<file path="config.mk">
export PLATFORM = sky130hd
export DESIGN_NAME = grayscale_frame_writer_flat
export DESIGN_NICKNAME = d
export VERILOG_FILES = /design/src/rtl/grayscale_frame_writer_if.sv /design/src/rtl/grayscale_frame_writer.sv /design/src/flat_wrapper.sv
export SDC_FILE = /design/constraint.sdc
export NUM_CORES = 1
export LEC_CHECK = 0
export BUFFER_PORTS_ARGS = -buffer_cell sky130_fd_sc_hd__buf_2
export CORE_MARGIN = 1.5
export CORE_UTILIZATION = 45
export CTS_BUF_LIST = sky130_fd_sc_hd__clkbuf_2
export CTS_CLUSTER_SIZE = 8
export DETAILED_ROUTE_END_ITERATION = 8
export RECOVER_POWER = 50
export REMOVE_ABC_BUFFERS = 1
export SLEW_MARGIN = 20
export SYNTH_ARGS = -nofsm -noshare
export SYNTH_HDL_FRONTEND = slang
export SYNTH_SLANG_ARGS = --single-unit
</file>
<file path="constraint.sdc">
create_clock -name clk -period 3.7 [get_ports clk]
set_input_delay 0.74 -clock clk [delete_from_list [all_inputs] [get_ports clk]]
set_output_delay 0.74 -clock clk [all_outputs]
set_load 0.05 [all_outputs]
</file>
<file path="src/rtl/grayscale_frame_writer_if.sv">
// Pixel-stream input and frame-buffer write port of the grayscale frame writer.
// master = pixel source / buffer observer, slave = the frame writer itself.
interface grayscale_frame_writer_if;
    logic [7:0]  pixel_in;
    logic        valid;
    logic        sof;
    logic [18:0] mem_addr;
    logic [7:0]  mem_data;
    logic        mem_wren;
    logic        busy;
    logic        frame_done;
    logic [7:0]  frame_count;
    logic        sync_err;

    modport master (
        output pixel_in, valid, sof,
        input  mem_addr, mem_data, mem_wren, busy, frame_done, frame_count, sync_err
    );

    modport slave (
        input  pixel_in, valid, sof,
        output mem_addr, mem_data, mem_wren, busy, frame_done, frame_count, sync_err
    );
endinterface

</file>
<file path="src/rtl/grayscale_frame_writer.sv">
// Grayscale frame writer: turns a raster pixel stream framed by sof into
// row-major frame-buffer writes (addr = y*WIDTH + x) with one cycle of latency.
// A sof seen mid-frame restarts the frame at (0,0) and latches sync_err.
module grayscale_frame_writer #(
    parameter int WIDTH  = 640,
    parameter int HEIGHT = 480
) (
    input  logic                     clk,
    input  logic                     reset,
    grayscale_frame_writer_if.slave  bus
);
    localparam int XW = (WIDTH  > 1) ? $clog2(WIDTH)  : 1;
    localparam int YW = (HEIGHT > 1) ? $clog2(HEIGHT) : 1;
    localparam logic [XW-1:0] X_LAST = XW'(WIDTH - 1);
    localparam logic [YW-1:0] Y_LAST = YW'(HEIGHT - 1);

    typedef enum logic {IDLE, WRITE} state_t;

    state_t         state;
    logic [XW-1:0]  x;
    logic [YW-1:0]  y;
    logic [18:0]    addr;       // running address, always equal to y*WIDTH + x

    logic [18:0]    mem_addr_p1;
    logic [7:0]     mem_data_p1;
    logic           vld_p1;
    logic           frame_done_p1;
    logic [7:0]     frame_count_q;
    logic           sync_err_q;

    logic           accept;
    logic           last;
    logic [XW-1:0]  cur_x;
    logic [YW-1:0]  cur_y;
    logic [18:0]    cur_addr;

    // Resolve the raster position of the incoming beat; a sof beat is always (0,0).
    always_comb begin
        accept   = bus.valid && (state == WRITE || bus.sof);
        cur_x    = bus.sof ? '0 : x;
        cur_y    = bus.sof ? '0 : y;
        cur_addr = bus.sof ? '0 : addr;
        last     = (cur_x == X_LAST) && (cur_y == Y_LAST);
    end

    // FSM, raster counters and the registered write port (stage p0 -> p1).
    always_ff @(posedge clk or posedge reset) begin
        if (reset) begin
            state         <= IDLE;
            x             <= '0;
            y             <= '0;
            addr          <= '0;
            mem_addr_p1   <= '0;
            mem_data_p1   <= '0;
            vld_p1        <= 1'b0;
            frame_done_p1 <= 1'b0;
            frame_count_q <= '0;
            sync_err_q    <= 1'b0;
        end else begin
            vld_p1        <= 1'b0;
            frame_done_p1 <= 1'b0;
            if (accept) begin
                vld_p1      <= 1'b1;
                mem_addr_p1 <= cur_addr;
                mem_data_p1 <= bus.pixel_in;
                if (state == WRITE && bus.sof) begin
                    sync_err_q <= 1'b1;
                end
                if (last) begin
                    state         <= IDLE;
                    x             <= '0;
                    y             <= '0;
                    addr          <= '0;
                    frame_done_p1 <= 1'b1;
                    frame_count_q <= frame_count_q + 8'd1;
                end else begin
                    state <= WRITE;
                    addr  <= cur_addr + 19'd1;
                    if (cur_x == X_LAST) begin
                        x <= '0;
                        y <= cur_y + 1'b1;
                    end else begin
                        x <= cur_x + 1'b1;
                        y <= cur_y;
                    end
                end
            end
        end
    end

    assign bus.mem_addr    = mem_addr_p1;
    assign bus.mem_data    = mem_data_p1;
    assign bus.mem_wren    = vld_p1;
    assign bus.frame_done  = frame_done_p1;
    assign bus.frame_count = frame_count_q;
    assign bus.sync_err    = sync_err_q;
    assign bus.busy        = (state == WRITE);
endmodule

</file>
<file path="src/flat_wrapper.sv">
// flat-port wrapper written by rule: the top's interface ports become plain ports
module grayscale_frame_writer_flat 
#(
    parameter int WIDTH  = 640,
    parameter int HEIGHT = 480
)
  (clk, reset, bus_pixel_in, bus_valid, bus_sof, bus_mem_addr, bus_mem_data, bus_mem_wren, bus_busy, bus_frame_done, bus_frame_count, bus_sync_err);
  grayscale_frame_writer_if bus_i ();
  input  logic clk;
  input  logic reset;
  input wire logic [$bits(bus_i.pixel_in)-1:0] bus_pixel_in;
  input wire logic [$bits(bus_i.valid)-1:0] bus_valid;
  input wire logic [$bits(bus_i.sof)-1:0] bus_sof;
  output wire logic [$bits(bus_i.mem_addr)-1:0] bus_mem_addr;
  output wire logic [$bits(bus_i.mem_data)-1:0] bus_mem_data;
  output wire logic [$bits(bus_i.mem_wren)-1:0] bus_mem_wren;
  output wire logic [$bits(bus_i.busy)-1:0] bus_busy;
  output wire logic [$bits(bus_i.frame_done)-1:0] bus_frame_done;
  output wire logic [$bits(bus_i.frame_count)-1:0] bus_frame_count;
  output wire logic [$bits(bus_i.sync_err)-1:0] bus_sync_err;
  assign bus_i.pixel_in = bus_pixel_in;
  assign bus_i.valid = bus_valid;
  assign bus_i.sof = bus_sof;
  assign bus_mem_addr = bus_i.mem_addr;
  assign bus_mem_data = bus_i.mem_data;
  assign bus_mem_wren = bus_i.mem_wren;
  assign bus_busy = bus_i.busy;
  assign bus_frame_done = bus_i.frame_done;
  assign bus_frame_count = bus_i.frame_count;
  assign bus_sync_err = bus_i.sync_err;
  grayscale_frame_writer #(.WIDTH(WIDTH), .HEIGHT(HEIGHT)) u_core (.clk(clk), .reset(reset), .bus(bus_i));
endmodule
</file>
==> results of run 1 <==
==> worst paths after layout <==
| kind | end | slack (ns) | depth (start not counted) |
|---|---|---|---|
| max | u_core.addr[6] | 0.62 | 7 |
| min | u_core.bus.mem_data[3] | 0.38 | 3 |
| max reg2reg | u_core.addr[6] | 0.90 | 5 |
| min reg2reg | u_core.bus.sync_err | 0.48 | 1 |
| max in group asynchronous | u_core.addr[1] | 1.40 | 3 |
| min in group asynchronous | u_core.bus.frame_count[5] | 0.54 | 2 |
==> through the flow <==
step	instance area, um2	std cells	utilization, %
2_1_floorplan	3802	399	-
3_3_place_gp	4264	562	51.13
3_5_place_dp	4264	562	51.13
4_1_cts	4370	578	52.40
5_1_grt	4338	578	52.01
6_report	4338	578	52.01
==> cells by family (layout without fill, tap and decap cells) <==
family / count (synthesis) / in the layout / synth area share, %
buffers and inverters: 46 / 95 / 4.981
multiplexers: 7 / 7 / 1.820
XOR/XNOR: 8 / 8 / 1.788
AO/OA/AOI/OAI: 108 / 108 / 17.40
adder cells (fa/ha/maj): 4 / 4 / 1.277
flip-flops: 77 / 77 / 49.17
AND/OR/NAND/NOR: 174 / 174 / 23.56
==> power by group through the flow <==
| stage | Combinational [mW] | Sequential (mW) | Clock (mW) |
|---|---|---|---|
| 2_1_floorplan | 0.0765 | 0.958 | 0 |
| 3_3_place_gp | 0.193 | 0.911 | 0 |
| 3_5_place_dp | 0.194 | 0.912 | 0 |
| 4_1_cts | 0.195 | 0.897 | 0.481 |
| 5_1_grt | 0.210 | 0.903 | 0.509 |
| 6_report | 0.188 | 0.897 | 0.460 |
==> cell type report <==
type | count | area, um2
tap | 105 | 131.4
fill | 802 | 4003
multi-input combinational | 301 | 1793
inverter | 21 | 78.83
sequential | 77 | 1927
timing repair buffer | 58 | 301.5
clock buffer | 11 | 55.05
clock inverter | 5 | 51.30
==> tightest hold or removal path, stage by stage <==
cell	delay, ns
buf_2	0.07
nand2_1	0.04
nand2_1	0.04
==> cells in the mapped netlist (all sizes together), types with 10 or more instances <==
| cell | count | area [um2] |
|---|---|---|
| a21oi | 26 | 130.1 |
| a22oi | 10 | 75.07 |
| buf | 10 | 58.80 |
| clkbuf | 15 | 57.55 |
| dfrtp | 77 | 1927 |
| inv | 21 | 78.83 |
| nand2 | 76 | 285.3 |
| nand3 | 16 | 80.08 |
| nor2 | 13 | 48.80 |
| nor3 | 12 | 81.33 |
| o21ai | 35 | 193.9 |
| o22ai | 11 | 68.82 |
==> registers in the layout, summed over array words and instances (netlist names) <==
signal                  cells
u_core.bus.frame_count      8
u_core.bus.mem_wren         1
u_core.y                    9
u_core.bus.mem_data         8
u_core.bus.sync_err         1
u_core.bus.frame_done       1
u_core.bus.busy             1
u_core.x                   10
u_core.addr                19
u_core.bus.mem_addr        19
==> per-layer routing <==
layer  up-vias  part of all wire (%)  track usage, %
li1       1605                     -               -
met2        82                    48           34.92
met5         -                     0               0
met3        21                   4.3           4.818
met1      1588                    45           26.81
met4         0                   2.3           7.729
==> flow_summary.toml, run 1 <==
[clock_network]
clockBufferDepth = 2
cts-hold-fix-buffers = 0
htree_levels = 3
cts_made_buffers = 9
cts-root-buf = "clkbuf_2"
clock-sinks = 77
cts-resized-gates = 0
clk-insertion-delay-late_ns = 0.52
cts_setup_buffers = 0
clk_pin_slew_ns = 0.22
cts_tree = "built"

[layout]
mostFrequentLayoutCell = "dfrtp_1"
area_growth_pct = 10.70
mostFrequentLayoutCells = "dfrtp_1 (77), nand2_1 (76), buf_2 (48)"
diodes = 0
drive_gt1_share_pct = 17.76
nets = 484

[synthesis]
synth_edf_count = 0
ys_warn_count = 0
ys.flop_type = "dfrtp_1"
syn_avg_cell_area_um2 = 9.242
synthCells = 424
yosysSeqAreaShare_pct = 49.17
async_reset_ff_share_pct = 100.0
ys_ff_latch = 77
synth_area_um2 = 3919
synth_cell_types = 57

[floorplan]
core.rowCount = 33
die_h_um = 96.32
die_width_um = 96.32
pin_count = 51
core_area_um2 = 8341
die-area_um2 = 9278
start_util_pct = 46.98

[sta]
fin_hold_ws_ns = 0.3787
min_period_over_period_pct = 83.32
worstMarginPinSlew_ns = 1.439
timing.fmax_mhz = 324.4
rsz0062_at_grt = "no"
finalHoldViolations = 0
finalCriticalPeriod_ns = 3.083
setup_viol = 0
worst_slack_ns = 0.6173
skew_ns = 0.02757
setup-tns-final_ns = 0
max_slew_margin_pct = 3.435
slew_violations = 0

[placement]
port_buffers = 50
place_worst_setup_slack_ns = 0.4660
dp_hpwl_mm = 6.078
place.gp.congestion = 0.8231

[route]
via_count = 3296
via_per_inst = 5.702
avgRoutedWirePerCell_um = 15.74
first_pass_iters = 4
wl_mm = 9.098
first_iter_violations = 187
drc = 0
drtAntennaViolNets = 0

[setup_path]
slowest_stage = "o21ai_1"
cpMostUsedCell = "buf_4"
cp_data_arrival_time_ns = 3.53
crit_buf_inv = 4
cp-end-kind = "register"
cp_data_required_time_ns = 4.14
cpPeakStageDelay_ns = 1.12
path_cells = "buf_2, buf_4, o21ai_1, buf_4, a21oi_1, buf_4, a22o_1"
worstSetupPathType = "in2reg"
critPathLaunchType = "input pin"
crit_path_max_fanout = 44
cp-startpoint = "bus_sof"
crit_family = "compound AO/OA/AOI/OAI gates"
r2r-start = "u_core.bus.busy"

[pwr]
ir_worst_vdd_mv = 0.1784
power_density_nw_per_um2 = 356.1
clkPwrFrac_pct = 29.8
seqPwrFrac_pct = 58.1
p_sw_share_pct = 30.46
total_power_mw = 1.545
p_leak_nw = 1.980
pwr-share-comb_pct = 12.2
cell_internal_pwr_mw = 1.074
switching_power_mw = 0.4706

[grt]
track_usage_pct = 21.06
grt_pass1_vias = 3027
antenna_found_initial = 0
grt_max_degree = 45
grt_pass1_wl_mm = 14.70
overflow = 0

[run]
cap_viol_max_count = 0

[worst_hold_path]
hp-class = "in2reg"
hp-start = "bus_pixel_in[3]"

[run_status]
outcome = "completed"
Power figures use the tool's default switching activity.
==> run 2: changes to the inputs <==
==> constraint.sdc (replaced) <==
create_clock -name clk -period 2.91 [get_ports clk]
set_input_delay 0.582 -clock clk [delete_from_list [all_inputs] [get_ports clk]]
set_output_delay 0.582 -clock clk [all_outputs]
set_load 0.05 [all_outputs]
==> run 2 against run 1 <==
Compared with the run above:
- first-iteration DRC count down 8.0%
- worst setup slack worse by 0.17 ns
- core utilization up 1.1 points
- non-clock buffer count up 8
- via count down 1.5%
- combinational power up 32%
- die area unchanged
- hold slack worse by 0.14 ns
- sequential power up 27%
- routed wire length down 0.67%
- cell area up 2.1%
==> flow_summary.toml, run 2 (same netlist as run 1, synthesis figures left out) <==
[layout]
nets = 492
final_core_util_pct = 53.11
drive_gt1_share_pct = 18.92
mostFrequentLayoutCells = "dfrtp_1 (77), nand2_1 (76), buf_2 (50)"
area_growth_pct = 13.03
final_cells = 586
diodes = 0
fillers = 788
mostFrequentLayoutCell = "dfrtp_1"
finalInstanceArea_um2 = 4429

[route]
route.met3.wl_um = 491
wl_met1_mm = 4.122
avgRoutedWirePerCell_um = 15.42
wl_met2_mm = 4.272
drc = 0
top_layer = "met4"
drtAntennaViolNets = 0
first_iter_violations = 172
via_count = 3246
via_per_inst = 5.539
wl_mm = 9.037
first_pass_iters = 4

[clock_network]
cts_made_buffers = 9
cts_tree = "built"
cts-root-buf = "clkbuf_2"
clockBufferDepth = 2
clk_pin_slew_ns = 0.22
cts-resized-gates = 0
cts-hold-fix-buffers = 1
clock-sinks = 77
clk-insertion-delay-late_ns = 0.52
htree_levels = 3
cts_setup_buffers = 0

[setup_path]
cp-startpoint = "u_core.x[0]"
critPathLaunchType = "register"
crit_path_max_fanout = 16
r2r-end = "u_core.addr[8]"
r2r-start = "u_core.x[0]"
cp_data_arrival_time_ns = 2.90
cp_data_required_time_ns = 3.35
cp-end-kind = "register"
worst-r2r-cell-count = 7
r2r_slack_ns = 0.44
worstSetupPathType = "reg2reg"

[sta]
finalHoldViolations = 0
slew_violations = 0
timing.fmax_mhz = 405.5
finalCriticalPeriod_ns = 2.466
min_period_over_period_pct = 84.74
rsz0062_at_grt = "no"
worstMarginPinSlew_ns = 1.266
fin_hold_ws_ns = 0.2426
setup_viol = 0
skew_ns = 0.03762
max_slew_margin_pct = 15.58

[worst_hold_path]
holdPathStages = 3
hold_end = "u_core.bus.mem_data[4]"
hp-class = "in2reg"
hp-start = "bus_pixel_in[4]"

[grt]
track_usage_pct = 21.53
grt_max_degree = 64
grt_pass1_wl_mm = 15.24
antenna_found_initial = 0
grt_pass1_vias = 3125
overflow = 0

[floorplan]
die_width_um = 96.32
die_h_um = 96.32
pin_count = 51
die-area_um2 = 9278
start_util_pct = 46.98
core.rowCount = 33
core_area_um2 = 8341

[pwr]
p_leak_nw = 2.019
total_power_mw = 1.977
power_density_nw_per_um2 = 446.3
ir_worst_vdd_mv = 0.2139

[placement]
port_buffers = 50
dp_hpwl_mm = 6.179
place.gp.congestion = 0.8225
dp.cells = 569
placed_cell_area_um2 = 4329

[run_status]
outcome = "completed"

[run]
cap_viol_max_count = 0
==> run 2: cell types whose count changed in the layout (fill, tap and decap cells not counted), moves of 2 or more <==
cell        previous run  this run
clkinv_2               2         0
buf_2                 48        50
clkinvlp_4             1         3
buf_4                  6         9
buf_12                 0         2
==> run 2: how the worst max path moves through the flow <==
stage                                end  slack, ns
6_report                  u_core.addr[8]       0.44
2_1_floorplan  u_core.bus.frame_count[4]      -0.30
3_5_place_dp              u_core.addr[8]       0.09
5_1_grt                   u_core.addr[8]       0.27
3_3_place_gp              u_core.addr[8]       0.21
4_1_cts                   u_core.addr[8]       0.45
==> run 2: critical path, stage by stage (launching register included) <==
cell     delay, ns
dfrtp_1       0.45
nor2b_1       0.15
ha_1          0.25
and4_1        0.26
and4_2        0.35
a21oi_1       0.62
nand3_1       0.15
mux2i_1       0.16
==> run 2: layout make-up <==
type,instances,area [um2],area share (%)
inverters,21,78.83,1.780
well taps,105,131.4,2.966
clock inverters,5,61.31,1.384
clock buffers,11,55.05,1.243
flip-flops and latches,77,1927,43.50
multi-input cells,301,1793,40.48
repair buffers,66,382.9,8.644
==> run 2: metrics by stage <==
| stage | setup TNS [ns] | setup slack, ns |
|---|---|---|
| 2_1_floorplan | -3.926 | -0.3039 |
| 3_3_place_gp | 0 | 0.2125 |
| 3_5_place_dp | 0 | 0.08750 |
| 4_1_cts | 0 | 0.4466 |
| 5_1_grt | 0 | 0.2659 |
| 6_report | 0 | 0.4440 |
==> run 2: report_power, final <==
group	internal [mW]	leakage (nW)	switching (mW)	total, mW
logic	0.0666	0.917	0.182	0.249
clock network	0.206	0.0644	0.384	0.590
registers	1.11	1.04	0.0313	1.14
total	1.38	2.02	0.598	1.98
==> run 2: layer usage <==
layer / global-route usage (%) / vias to the layer above
li1: - / 1611
met1: 28.08 / 1527
met2: 35.56 / 94
met3: 3.633 / 14
met4: 8.575 / 0
met5: 0 / -
